**src/rtl/mem_stage.sv**
```systemverilog
// rtl/mem_stage.sv - RISC-V MEM stage: data-memory access, load formatting, MEM/WB register
module mem_stage #(
    parameter int unsigned TIMEOUT_CYCLES = 255
) (
    input  logic        clk,
    input  logic        rst,
    input  logic        ex_valid,
    input  logic        ex_mem_read,
    input  logic        ex_mem_write,
    input  logic [2:0]  ex_funct3,
    input  logic [31:0] ex_alu_result,
    input  logic [31:0] ex_store_data,
    input  logic [31:0] ex_pc4,
    input  logic [31:0] ex_rd,
    input  logic [2:0]  ex_ctrl_wb,
    output logic        mem_stall,
    output logic        dmem_req,
    output logic        dmem_we,
    output logic [31:0] dmem_addr,
    output logic [31:0] dmem_wdata,
    output logic [3:0]  dmem_be,
    input  logic        dmem_ack,
    input  logic [31:0] dmem_rdata,
    output logic [2:0]  ctrl_wb,
    output logic [31:0] pc4_wb,
    output logic [31:0] mem_data,
    output logic [31:0] alu_data,
    output logic [31:0] rd_wb,
    output logic        mem_err
);

    typedef enum logic {IDLE, BUSY} state_t;

    localparam logic [15:0] TO_LAST = 16'(TIMEOUT_CYCLES - 1);

    state_t      state, state_next;
    logic        memop, f3_legal, misaligned, err_op;
    logic        issue, timeout_hit, wb_err;
    logic [2:0]  lat_funct3;
    logic [1:0]  lat_off;
    logic        lat_read;
    logic [15:0] to_cnt;
    logic [3:0]  be_next;
    logic [31:0] wdata_next;
    logic [31:0] load_fmt;
    logic [7:0]  sel_byte;
    logic [15:0] sel_half;

    always_comb begin
        memop = ex_valid & (ex_mem_read | ex_mem_write);
        if (ex_mem_read)
            f3_legal = ex_funct3 inside {3'b000, 3'b001, 3'b010, 3'b100, 3'b101};
        else
            f3_legal = ex_funct3 inside {3'b000, 3'b001, 3'b010};
        case (ex_funct3[1:0])
            2'b01:   misaligned = ex_alu_result[0];
            2'b10:   misaligned = (ex_alu_result[1:0] != 2'b00);
            default: misaligned = 1'b0;
        endcase
        err_op = memop & (~f3_legal | misaligned);
    end

    // Timeout fires on the TIMEOUT_CYCLES-th BUSY cycle; an ack in that same cycle wins.
    always_comb begin
        timeout_hit = (TIMEOUT_CYCLES != 0) && (state == BUSY) && !dmem_ack && (to_cnt == TO_LAST);
        issue       = (state == IDLE) & memop & ~err_op;
        mem_stall   = issue | ((state == BUSY) & ~dmem_ack & ~timeout_hit);
        wb_err      = ((state == IDLE) & err_op) | timeout_hit;
    end

    always_comb begin
        state_next = state;
        case (state)
            IDLE:    if (issue) state_next = BUSY;
            BUSY:    if (dmem_ack || timeout_hit) state_next = IDLE;
            default: state_next = IDLE;
        endcase
    end

    always_comb begin
        case (ex_funct3[1:0])
            2'b00: begin
                be_next    = 4'b0001 << ex_alu_result[1:0];
                wdata_next = {4{ex_store_data[7:0]}};
            end
            2'b01: begin
                be_next    = ex_alu_result[1] ? 4'b1100 : 4'b0011;
                wdata_next = {2{ex_store_data[15:0]}};
            end
            default: begin
                be_next    = 4'b1111;
                wdata_next = ex_store_data;
            end
        endcase
    end

    always_comb begin
        case (lat_off)
            2'd0:    sel_byte = dmem_rdata[7:0];
            2'd1:    sel_byte = dmem_rdata[15:8];
            2'd2:    sel_byte = dmem_rdata[23:16];
            default: sel_byte = dmem_rdata[31:24];
        endcase
        sel_half = lat_off[1] ? dmem_rdata[31:16] : dmem_rdata[15:0];
        case (lat_funct3)
            3'b000:  load_fmt = {{24{sel_byte[7]}}, sel_byte};
            3'b100:  load_fmt = {24'd0, sel_byte};
            3'b001:  load_fmt = {{16{sel_half[15]}}, sel_half};
            3'b101:  load_fmt = {16'd0, sel_half};
            default: load_fmt = dmem_rdata;
        endcase
    end

    always_ff @(posedge clk) begin
        if (rst) begin
            state      <= IDLE;
            dmem_req   <= 1'b0;
            dmem_we    <= 1'b0;
            dmem_addr  <= 32'd0;
            dmem_wdata <= 32'd0;
            dmem_be    <= 4'd0;
            lat_funct3 <= 3'd0;
            lat_off    <= 2'd0;
            lat_read   <= 1'b0;
            to_cnt     <= 16'd0;
            ctrl_wb    <= 3'd0;
            pc4_wb     <= 32'd0;
            mem_data   <= 32'd0;
            alu_data   <= 32'd0;
            rd_wb      <= 32'd0;
            mem_err    <= 1'b0;
        end else begin
            state <= state_next;
            if (issue) begin
                dmem_req   <= 1'b1;
                dmem_we    <= ex_mem_write;
                dmem_addr  <= {ex_alu_result[31:2], 2'b00};
                dmem_be    <= be_next;
                dmem_wdata <= wdata_next;
                lat_funct3 <= ex_funct3;
                lat_off    <= ex_alu_result[1:0];
                lat_read   <= ex_mem_read;
            end else if (state_next == IDLE) begin
                dmem_req <= 1'b0;
            end
            if (state == BUSY && state_next == BUSY)
                to_cnt <= to_cnt + 16'd1;
            else
                to_cnt <= 16'd0;
            // EX/MEM is held while stalled, so on completion ex_* still describes the access.
            if (mem_stall) begin
                ctrl_wb <= 3'd0;
                mem_err <= 1'b0;
            end else begin
                ctrl_wb  <= ex_valid ? {ex_ctrl_wb[2:1], ex_ctrl_wb[0] & ~wb_err} : 3'd0;
                pc4_wb   <= ex_pc4;
                alu_data <= ex_alu_result;
                rd_wb    <= ex_rd;
                mem_data <= (state == BUSY && dmem_ack && lat_read) ? load_fmt : 32'd0;
                mem_err  <= wb_err;
            end
        end
    end

endmodule

```
**config.mk**
```make
export PLATFORM = sky130hd
export DESIGN_NAME = mem_stage
export DESIGN_NICKNAME = d
export VERILOG_FILES = /design/src/rtl/mem_stage.sv
export SDC_FILE = /design/constraint.sdc
export NUM_CORES = 1
export LEC_CHECK = 0
export CAP_MARGIN = 20
export CORE_MARGIN = 1
export CORE_UTILIZATION = 38
export DETAILED_ROUTE_END_ITERATION = 8
export HOLD_SLACK_MARGIN = 0.06
export PLACE_DENSITY = 0.75
export SYNTH_ARGS = -nofsm -noshare
export SYNTH_HDL_FRONTEND = slang
export SYNTH_SLANG_ARGS = --single-unit
```
**constraint.sdc**
```tcl
create_clock -name clk -period 2.5 [get_ports clk]
set_input_delay 0.5 -clock clk [delete_from_list [all_inputs] [get_ports clk]]
set_output_delay 0.5 -clock clk [all_outputs]
set_load 0.1 [all_outputs]
```
# Word level (Yosys, flattened, before mapping)
# Cells that the tools add are included.
classes:
  addsub: 1
  muxes: 14
  shift: 1
  bitwise_logic: 20
  n_reduce_logical: 17
  eq_ne: 13
ops:
  columns: ["operator", "n"]
  rows:
  - ["one-hot mux 32 bit (4 select lines)", 1]
  - ["one-hot mux 32 bit (2 select lines)", 1]
  - ["2-to-1 mux 32 bit", 1]
  - ["one-hot mux 8 bit (3 select lines)", 1]
  - ["adder 16 x 1 -> 16 bit, second input constant", 1]
  - ["== test 16 x 8 -> 1 bit, second input constant", 1]
  - ["2-to-1 mux 16 bit", 1]
  - ["== test 3 bit, second input constant", 4]
  - ["AND 1 bit", 8]
  - ["NOT 1 bit", 8]
  - ["one-hot mux 4 bit (2 select lines)", 1]
  - ["== test 3 x 1 -> 1 bit, second input constant", 2]
  - ["zero test 3 bit", 2]
  - ["logical AND 1 bit", 5]
  - ["2-to-1 mux 1 bit", 5]
  - ["nonzero test 5 bit", 1]
  - ["== test 2 x 1 -> 1 bit, second input constant", 2]
  - ["== test 2 bit, second input constant", 2]
  - ["zero test 2 bit", 2]
  - ["2-to-1 mux 4 bit", 1]
  - ["OR 1 bit", 4]
  - ["one-hot mux 1 bit (2 select lines)", 2]
  - ["OR reduction 2 bit", 2]
  - ["left shift 1 x 2 -> 4 bit, first input constant", 1]
  - ["7 further kinds", 7]
totals:
  word_cells: 82
  register_bits: 223
  in_bits: 172
  out_inout_bits: 203

# Depth between registers and ports, before layout
# Gate-level depths: netlist of the first run.
depth:
  depth_word: 13
  depth_mapped: 10

# Worst setup path after synthesis of the first run
# OpenSTA, ideal clock, no wires.
synth_path:
  path_kind: "reg-to-output"
  start: "register to_cnt[9]"
  end: "output mem_stall"
  t_arrival_ps: 2191
  path_stages_with_launch: 8
  path_slack_ps: -191
  path_buffers: 3
  cell_sequence: "dfxtp_1 or4_1 or4_4 a22oi_2 buf_4 buf_6 buf_8 inv_2"
synth_between:
  elab_chain_len: 5
synth_rtl:
  columns: ["element", "line_no", "text"]
  rows:
  - ["start: declaration", "42", "logic [15:0] to_cnt;"]
  - ["start signal: assignment", "147", "to_cnt <= to_cnt + 16'd1;"]
  - ["== test 16 x 8 -> 1 bit", "65", "timeout_hit = (TIMEOUT_CYCLES != 0) && (state == BUSY) && !dmem_ack && (to_cnt == TO_LAST);"]
  - ["logical AND 1 bit", "65", null]
  - ["NOT 1 bit", "67", "mem_stall = issue | ((state == BUSY) & ~dmem_ack & ~timeout_hit);"]
  - ["AND 1 bit", "67", null]
  - ["OR 1 bit", "67", null]
  - ["end: declaration", "16", "output logic mem_stall,"]
# No other way between the ends.

# Worst setup path in the final report of the first run
layout_path:
  start: "register to_cnt[15]"
  end: "output mem_stall"
# Same word-level chain as after synthesis.

==> results of run 1 <==
## metal layers
metal / vias up / GRT usage, % / wire, µm
met5: - / 0 / 0
met4: 0 / 10.1 / 1140
met2: 333 / 39.1 / 13300
met3: 68 / 6.75 / 2370
li1: 4037 / - / -
met1: 3836 / 27.1 / 11400
## stage by stage
stage	area [µm²]	setup slack (ns)
after global placement	12400	-0.308
after floorplan	8730	0.00788
after global routing	13600	-0.533
after CTS	13500	-0.517
after detailed placement	12400	-0.337
final	13600	-0.461
## worst max-delay path: cells and delay by family, from the launching register on
kind	cells	cell delay (ns)
AO/OA/AOI/OAI	1	0.21
buffers and inverters	3	0.34
flip-flops	1	0.32
AND/OR/NAND/NOR	2	1.05
## sequential cells by signal, summed over array words and instances (netlist names), 2 cells and up
| name | cells |
|---|---|
| lat_off | 2 |
| dmem_wdata | 32 |
| rd_wb | 32 |
| lat_funct3 | 3 |
| to_cnt | 16 |
| pc4_wb | 32 |
| alu_data | 32 |
| dmem_addr | 30 |
| mem_data | 32 |
| ctrl_wb | 3 |
| dmem_be | 4 |
## cells by family after synthesis
kind of cell / Yosys count / share of synthesized area (%)
simple gates: 356 / 17.3
buf+inv: 80 / 4.14
fa+ha+maj: 5 / 0.719
mux: 99 / 11.6
flops: 223 / 51.3
xor+xnor: 14 / 1.41
compound gates: 177 / 13.5
other cells: 1 / 0.0431
## timing repair
action / CTS / global route
resized for setup: 8 / 8
endpoints found under the setup margin: 2 / 96
setup buffers: 5 / 6
pin swaps: 1 / 2
gates cloned: 3 / 3
## power breakdown
group / switching (mW) / leakage, nW / internal (mW)
sequential: 0.103 / 1.83 / 3.74
clock: 1.55 / 0.448 / 2.44
combinational: 1.87 / 4.01 / 0.812
total: 3.52 / 6.29 / 6.99
## synthesized netlist by cell type (5+ instances only)
cell         n  area share [%]
dfxtp_1    223              51
nor2_1     154             6.6
nand2_1    129             5.6
mux2i_1     96              11
a21oi_1     65             3.7
clkbuf_1    49             2.1
o21ai_0     27             1.6
a211oi_1    19             1.6
nor3_1      19             1.1
a21bo_2     16             1.8
a22o_1      15             1.5
nor2b_1     12            0.86
buf_4       11            0.95
nand3_1     11            0.63
a311oi_1    10             1.0
inv_1       10            0.43
nand2b_1     9            0.65
xnor2_1      9            0.91
o2bb2ai_1    7            0.70
a31oi_1      6            0.43
buf_1        6            0.26
and3_1       5            0.36
ha_1         5            0.72
xor2_1       5            0.50
## cell type report
class / instances / area share, %
clock inverters: 14 / 1.22
repair buffers: 431 / 28.9
clock buffers: 34 / 5.51
diodes: 1 / 0.0183
flip-flops and latches: 223 / 32.8
well taps: 280 / 2.57
multi-input cells: 653 / 28.5
inverters: 12 / 0.450
## worst paths after layout
check                           slack [ns]          from           end  depth (start not counted)
worst max register to register       -0.23    to_cnt[15]  alu_data[28]                         11
worst max-delay path                 -0.46    to_cnt[15]     mem_stall                          6
worst min register to register        0.45  dmem_addr[8]  dmem_addr[8]                          2
worst min-delay path                  0.30           rst  alu_data[21]                          2
==> run_results.csv, run 1 <==
group,metric,value,unit
synth,syn_area,0.00870,mm²
worst_setup_path,crit_chain,"or4_1 -> or4_4 -> a22oi_2 -> buf_12 -> inv_16 -> buf_12",
finish,drive_above_1_share,24.8,%
finish,area_delta_synth_final,56.8,%
synth,yosys_register_bits,223,
global_routing,grt_pass1_wl,43400,µm
timing,fmax,0.338,GHz
outcome,status,"finished, violations left",
detailed_routing,drc_errors,0,
finish,final_common_cell,"buf_4",
timing,finalMaxSlewViolations,0,
finish,final_cells,1648,
synth,synth_cell_types,50,
global_routing,grt_usage,23.1,%
timing,post-route-min-period,2.96,ns
floorplanning,die_h,153,µm
worst_setup_path,cp_common_cell,"buf_12",
power,p_total,10.5,mW
floorplanning,start_util,39.3,%
finish,regArea,0.00447,mm²
clocking,clkTransAtPathRegs,0.06,ns
detailed_routing,drtAntennaViolNets,0,
detailed_routing,wl,28200,µm
clocking,cts_sinks,223,
timing,skew,0.00874,ns
clocking,clk_latency,0.53,ns
clocking,cts_tree,"yes",
place,hpwl,20000,µm
clocking,cts-root-buf,"clkbuf_16",
power,pwr_density_cell,770,mW/mm²
synth,synthCells,955,
place,place.gp.congestion,0.844,
synth,avgSynthCellArea,9.11,µm²
detailed_routing,wl_per_cell,17.1,µm
worst_setup_path,path_max_fanout,2,
synth,yosysWarnings,0,
timing,setup_viol,53,
timing,period_share,118,%
worst_setup_path,slowest_delay,0.54,ns
outcome,violations,"setup timing",
worst_setup_path,worstPathRequired,2.00,ns
detailed_routing,drtIter0Drc,381,
place,portBuffers,372,
clocking,htreeDepth,1,
timing,relSlewSlack,47.6,%
worst_setup_path,end_kind,"output port",
worst_setup_path,cp.arrival,2.46,ns
worst_setup_path,cp_slowest_cell,"or4_4",
finish,final_cell_mix,"buf_4 (238), dfxtp_1 (220), clkdlybuf4s50_1 (170)",
run,maxCapViolCount,0,
detailed_routing,first_pass_iters,5,
clocking,cts_buffer_depth,3,
synth,synth-edff-count,0,
global_routing,grt_max_degree,76,
timing,timing.setup.tns,-8.30,ns
detailed_routing,viasPerCell,5.02,
detailed_routing,via_count,8274,
floorplanning,io_pins,375,
synth,synth-async-reset-ratio,0,%
timing,fin_ws,-0.461,ns
global_routing,grt_pass1_vias,8018,
clocking,ctsHoldBuffers,0,
finish,multi_input_area,0.00389,mm²
timing,whs,0.295,ns
finish,utilization,61.5,%
clocking,cts_buffers,26,
place,placed_cells,1584,
worst_setup_path,crit_type,"flop to output port",
finish,nFillCells,1910,
timing,max_slew.worst_pin.slew,0.787,ns
synth,ys_seq_area_share,51.3,%
power,vdd_drop_max,652,µV
global_routing,antenna_found_initial,1,
global_routing,grt-ovfl-total,0,
floorplanning,core.rowCount,54,
timing,rsz0062_at_grt,"yes",
floorplanning,die_area,0.0235,mm²
timing,hold_viol,0,
worst_hold_path,worst_hold_path_type,"input pin to flop",
power,p_leak,6.29,nW
synth,synthFlopType,"dfxtp_1",
floorplanning,core_area,0.0222,mm²
finish,nNetsFinal,1524,
worst_setup_path,cp-start-kind,"flop",
floorplanning,die_x,153,µm
Power figures use the tool's default switching activity.
==> run 2, diff against run 1 <==
GPL_TIMING_DRIVEN = 0   (was default)
TNS_END_PERCENT = 50   (was default)
==> run 2 against run 1 <==
  * The run still ends with setup timing left
  * Global-route usage increased by 2.2 points
  * Final cell count increased by 0.91%
  * Non-clock buffer count increased by 16
  * Critical endpoint unchanged
==> run_results.csv, run 2 (synthesis results as in run 1) <==
group,metric,value,unit
finish,antenna_cells,0,
power,switchingPower,3.54,mW
worst_setup_path,r2r_slack,-0.06,ns
clocking,htreeDepth,1,
timing,period_share,125,%
power,swShare,33.9,%
power,seqPwrFrac,36.7,%
finish,nNetsFinal,1540,
detailed_routing,first_pass_iters,5,
floorplanning,start_util,39.3,%
worst_setup_path,crit_type,"flop to output port",
place,place.gp.congestion,0.877,
clocking,ctsHoldBuffers,0,
power,p_leak,6.86,nW
detailed_routing,viasPerCell,5.08,
global_routing,antenna_found_initial,0,
timing,skew,0.0118,ns
floorplanning,die_h,153,µm
finish,nFillCells,1992,
global_routing,grt_usage,25.3,%
run,maxCapViolCount,0,
detailed_routing,drtIter0Drc,330,
worst_setup_path,worstPathRequired,2.00,ns
timing,max_slew.worst_pin.slew,1.12,ns
floorplanning,core_area,0.0222,mm²
finish,area_delta_synth_final,58.1,%
timing,setup_viol,25,
detailed_routing,wl_per_cell,18.5,µm
clocking,cts-root-buf,"clkbuf_16",
global_routing,grt_pass1_vias,8304,
clocking,clk_latency,0.53,ns
finish,multi_input_area,0.00393,mm²
detailed_routing,via_count,8443,
place,portBuffers,372,
power,clkPwrFrac,38.5,%
detailed_routing,drtAntennaViolNets,0,
timing,fmax,0.321,GHz
global_routing,grt_pass1_wl,46600,µm
worst_hold_path,hold_start,"mem_data[14]",
place,hpwl,22600,µm
worst_hold_path,worst_hold_path_type,"flop to flop",
power,p_total,10.4,mW
floorplanning,die_area,0.0235,mm²
power,comb_power_share,24.8,%
worst_setup_path,r2r_end,"pc4_wb[20]",
power,pwr_density_cell,758,mW/mm²
worst_setup_path,path_max_fanout,2,
timing,post-route-min-period,3.12,ns
worst_setup_path,reg2reg_depth,8,
outcome,violations,"setup timing",
timing,hold_viol,0,
timing,fin_ws,-0.616,ns
finish,regArea,0.00447,mm²
clocking,cts_tree,"yes",
clocking,cts_buffers,26,
worst_hold_path,worstHoldPathCells,1,
clocking,cts_sinks,223,
global_routing,grt_max_degree,14,
outcome,status,"finished, violations left",
detailed_routing,wl,30800,µm
power,internal_power,6.89,mW
timing,relSlewSlack,25.8,%
worst_setup_path,end_kind,"output port",
worst_setup_path,cp-start-kind,"flop",
finish,final_cell_mix,"dfxtp_1 (220), dlygate4sd2_1 (175), clkdlybuf4s50_1 (173)",
clocking,clkTransAtPathRegs,0.06,ns
finish,drive_above_1_share,8.39,%
worst_setup_path,r2r-start,"to_cnt[10]",
power,vdd_drop_max,677,µV
global_routing,grt-ovfl-total,0,
timing,rsz0062_at_grt,"yes",
floorplanning,die_x,153,µm
clocking,cts_buffer_depth,3,
place,placed_area,0.0128,mm²
floorplanning,io_pins,375,
timing,finalMaxSlewViolations,0,
worst_hold_path,worstHoldEndpoint,"mem_data[14]",
worst_setup_path,cp.arrival,2.62,ns
detailed_routing,drc_errors,0,
finish,final_common_cell,"dfxtp_1",
finish,fin_area,0.0138,mm²
timing,whs,0.448,ns
floorplanning,core.rowCount,54,
==> run 2: changes by cell type in the layout (fill, tap and decap cells not counted), sizes merged, moves of 2 or more <==
cell           before  now
dlygate4sd2         0  175
clkinv              7    9
clkinvlp            3    0
dlymetal6s2s        0   23
clkbuf             37   81
clkdlybuf4s50     170  173
buf               258   30
==> run 2: worst max-delay path: stages, from the launching register on <==
cell	delay, ns
dfxtp_2	0.32
or4_4	0.52
or4_4	0.55
a22oi_2	0.16
buf_6	0.14
buf_12	0.10
buf_12	0.12
inv_16	0.03
buf_16	0.15
==> run 2: power by group through the flow <==
stage | combinational (mW) | sequential, mW | clock (mW)
2_1_floorplan | 0.553 | 5.16 | 0
3_3_place_gp | 2.64 | 3.90 | 0
3_5_place_dp | 2.65 | 3.91 | 0
4_1_cts | 2.59 | 3.83 | 4.08
5_1_grt | 2.69 | 3.84 | 4.24
6_report | 2.59 | 3.83 | 4.01
==> run 2: metal layers <==
| metal | GRT usage (%) | up-vias | wire length [µm] |
|---|---|---|---|
| met4 | 10.3 | 0 | 1220 |
| met3 | 8.34 | 76 | 2830 |
| li1 | - | 4075 | - |
| met1 | 28.7 | 3906 | 12100 |
| met2 | 43.6 | 386 | 14700 |
| met5 | 0 | - | 0 |
==> run 2: how the worst max path moves through the flow <==
stage            startpoint        end  depth (start not counted)
6_report         to_cnt[10]  mem_stall                          8
5_1_grt          to_cnt[10]  mem_stall                          8
4_1_cts          to_cnt[10]  mem_stall                          8
3_5_place_dp   ex_funct3[1]  mem_stall                         11
3_3_place_gp   ex_funct3[1]  mem_stall                         11
2_1_floorplan    to_cnt[15]  mem_stall                          7
==> run 2: timing repair <==
action,CTS,global route
gates cloned,0,0
setup endpoints to repair,297,212
pin swaps,3,2
gates resized for setup,214,54
buffers inserted,6,1
==> run 2: area by class of cell <==
| cell class | count | share of cell area (%) |
|---|---|---|
| clock inverters | 13 | 1.30 |
| plain buffers | 68 | 2.97 |
| well taps | 280 | 2.55 |
| repair buffers | 379 | 26.4 |
| clock buffers | 35 | 5.28 |
| flip-flops and latches | 223 | 32.5 |
| inverters | 12 | 0.446 |
| multi-input cells | 653 | 28.6 |
==> run 2: per-stage QoR <==
stage          util, %  cells  worst slack, ns  setup TNS, ns
6_report          62.1   1663           -0.616          -1.04
3_3_place_gp      57.8   1608            -1.59        -117.68
2_1_floorplan        -    956          0.00788              0
5_1_grt           62.1   1663           -0.683          -7.89
4_1_cts           61.5   1662           -0.683          -5.45
3_5_place_dp      57.8   1608            -1.63        -122.12
==> run 3, diff against run 2 <==
MAX_ROUTING_LAYER = met4   (was default)
==> run 3 against run 2 <==
  * The run still ends with setup timing left
  * Non-clock buffer count is the same
  * Setup slack got worse by 0.0017 ns
  * First-iteration DRC count is 25% lower
  * Final cell count did not move
  * Wire length hardly changed
  * Sequential share of layout area barely moved
  * Global-route usage increased by 0.75 points
  * Core utilization hardly changed
  * Combinational power about the same
  * Critical path depth stayed put
  * Critical endpoint unchanged
==> run_results.csv, run 3 (synthesis results as in run 1) <==
group,metric,value,unit
global_routing,antenna_found_initial,0,
power,pwr_density_cell,759,mW/mm²
detailed_routing,dr_wl_met2,14600,µm
worst_setup_path,cp-start-kind,"flop",
finish,antenna_cells,0,
outcome,violations,"setup timing",
timing,whs,0.448,ns
worst_setup_path,cp.arrival,2.62,ns
clocking,cts_tree,"yes",
detailed_routing,wl_per_cell,18.5,µm
worst_setup_path,r2r_slack,-0.06,ns
detailed_routing,top_layer,"met4",
worst_setup_path,worstPathRequired,2.00,ns
timing,setup_viol,32,
worst_hold_path,worstHoldPathCells,1,
place,hpwl,22600,µm
power,p_leak,6.86,nW
detailed_routing,wl_met1,12300,µm
timing,fmax,0.321,GHz
worst_setup_path,crit_type,"flop to output port",
finish,area_delta_synth_final,58.0,%
worst_setup_path,cp_slowest_cell,"or4_4",
clocking,cts_sinks,223,
worst_setup_path,crit_chain,"or4_4 -> or4_4 -> a22oi_2 -> buf_6 -> buf_12 -> buf_12 -> inv_16 -> buf_16",
detailed_routing,drtAntennaViolNets,0,
detailed_routing,viasPerCell,5.06,
detailed_routing,routed-wl-met3,2620,µm
detailed_routing,via_count,8413,
floorplanning,core_area,0.0222,mm²
finish,multi_input_area,0.00392,mm²
worst_setup_path,slowest_delay,0.55,ns
timing,hold_viol,0,
global_routing,grt_usage,26.1,%
timing,skew,0.0143,ns
finish,drive_above_1_share,8.46,%
global_routing,grt-ovfl-total,0,
clocking,htreeDepth,1,
finish,nNetsFinal,1540,
finish,fin_area,0.0137,mm²
worst_hold_path,worst_hold_path_type,"flop to flop",
floorplanning,die_x,153,µm
floorplanning,io_pins,375,
detailed_routing,drtIter0Drc,247,
floorplanning,start_util,39.3,%
detailed_routing,drc_errors,0,
timing,post-route-min-period,3.12,ns
clocking,cts_buffers,26,
global_routing,grt_pass1_vias,8338,
place,portBuffers,372,
place,place.gp.congestion,0.891,
timing,max_slew.worst_pin.slew,1.12,ns
global_routing,grt_max_degree,14,
timing,fin_ws,-0.618,ns
detailed_routing,first_pass_iters,5,
outcome,status,"finished, violations left",
finish,nFillCells,1993,
finish,regArea,0.00447,mm²
timing,rsz0062_at_grt,"yes",
floorplanning,core.rowCount,54,
power,vdd_drop_max,676,µV
clocking,cts-root-buf,"clkbuf_16",
clocking,clkTransAtPathRegs,0.06,ns
clocking,cts_buffer_depth,3,
finish,final_cell_mix,"dfxtp_1 (220), dlygate4sd2_1 (175), clkdlybuf4s50_1 (173)",
run,maxCapViolCount,0,
finish,final_common_cell,"dfxtp_1",
worst_setup_path,reg2reg_depth,8,
clocking,clk_latency,0.53,ns
worst_setup_path,end_kind,"output port",
detailed_routing,wl,30800,µm
floorplanning,die_h,153,µm
place,placed_area,0.0128,mm²
floorplanning,die_area,0.0235,mm²
worst_setup_path,path_max_fanout,2,
timing,timing.setup.tns,-1.14,ns
timing,relSlewSlack,25.7,%
timing,finalMaxSlewViolations,0,
global_routing,grt_pass1_wl,46400,µm
timing,period_share,125,%
[run 3: worst max-delay path: cells and delay by family (launching register included)]
kind | cells | cell delay (ns)
and+or+nand+nor | 2 | 1.07
DFF | 1 | 0.32
buffers and inverters | 5 | 0.54
AOI/OAI and AO/OA | 1 | 0.16
[run 3: final timing paths]
path,start,endpoint
hold reg to reg,mem_data[14],mem_data[14]
hold / removal,mem_data[14],mem_data[14]
setup reg to reg,to_cnt[10],pc4_wb[20]
setup / recovery,to_cnt[10],mem_stall
[run 3: layout make-up]
cell class              instances  area share [%]
plain buffers                  68            2.95
clock buffers                  35            5.28
clock inverters                13            1.30
inverters                      12           0.446
multi-input cells             653            28.5
flip-flops and latches        223            32.5
well taps                     280            2.55
repair buffers                379            26.4
[run 3: per-layer routing]
layer	up-vias	track usage [%]
met2	364	43.5
met4	0	10.6
met5	-	-
met1	3899	29.2
li1	4076	-
met3	74	7.43
[run 3: what timing repair did]
item | 4_1_cts | 5_1_grt
gates resized for setup | 214 | 52
setup endpoints to repair | 297 | 212
endpoints found under the hold margin | 0 | 0
pin swaps | 3 | 2
hold buffers | 0 | 0
setup buffers | 6 | 1
[run 3: power by group]
part	switching [mW]	internal, mW	leakage [nW]
Sequential	0.0892	3.74	1.83
Combinational	1.89	0.695	4.58
Clock	1.57	2.46	0.448
Total	3.55	6.89	6.86
[run 3: per-stage QoR]
step	cells	setup slack [ns]	utilization (%)	total power, mW
after CTS	1662	-0.683	61.5	10.5
after global routing	1663	-0.683	62.0	10.8
after global placement	1608	-1.59	57.8	6.54
final	1663	-0.618	62.0	10.4
after floorplan	956	0.00788	-	5.72
after detailed placement	1608	-1.63	57.8	6.56
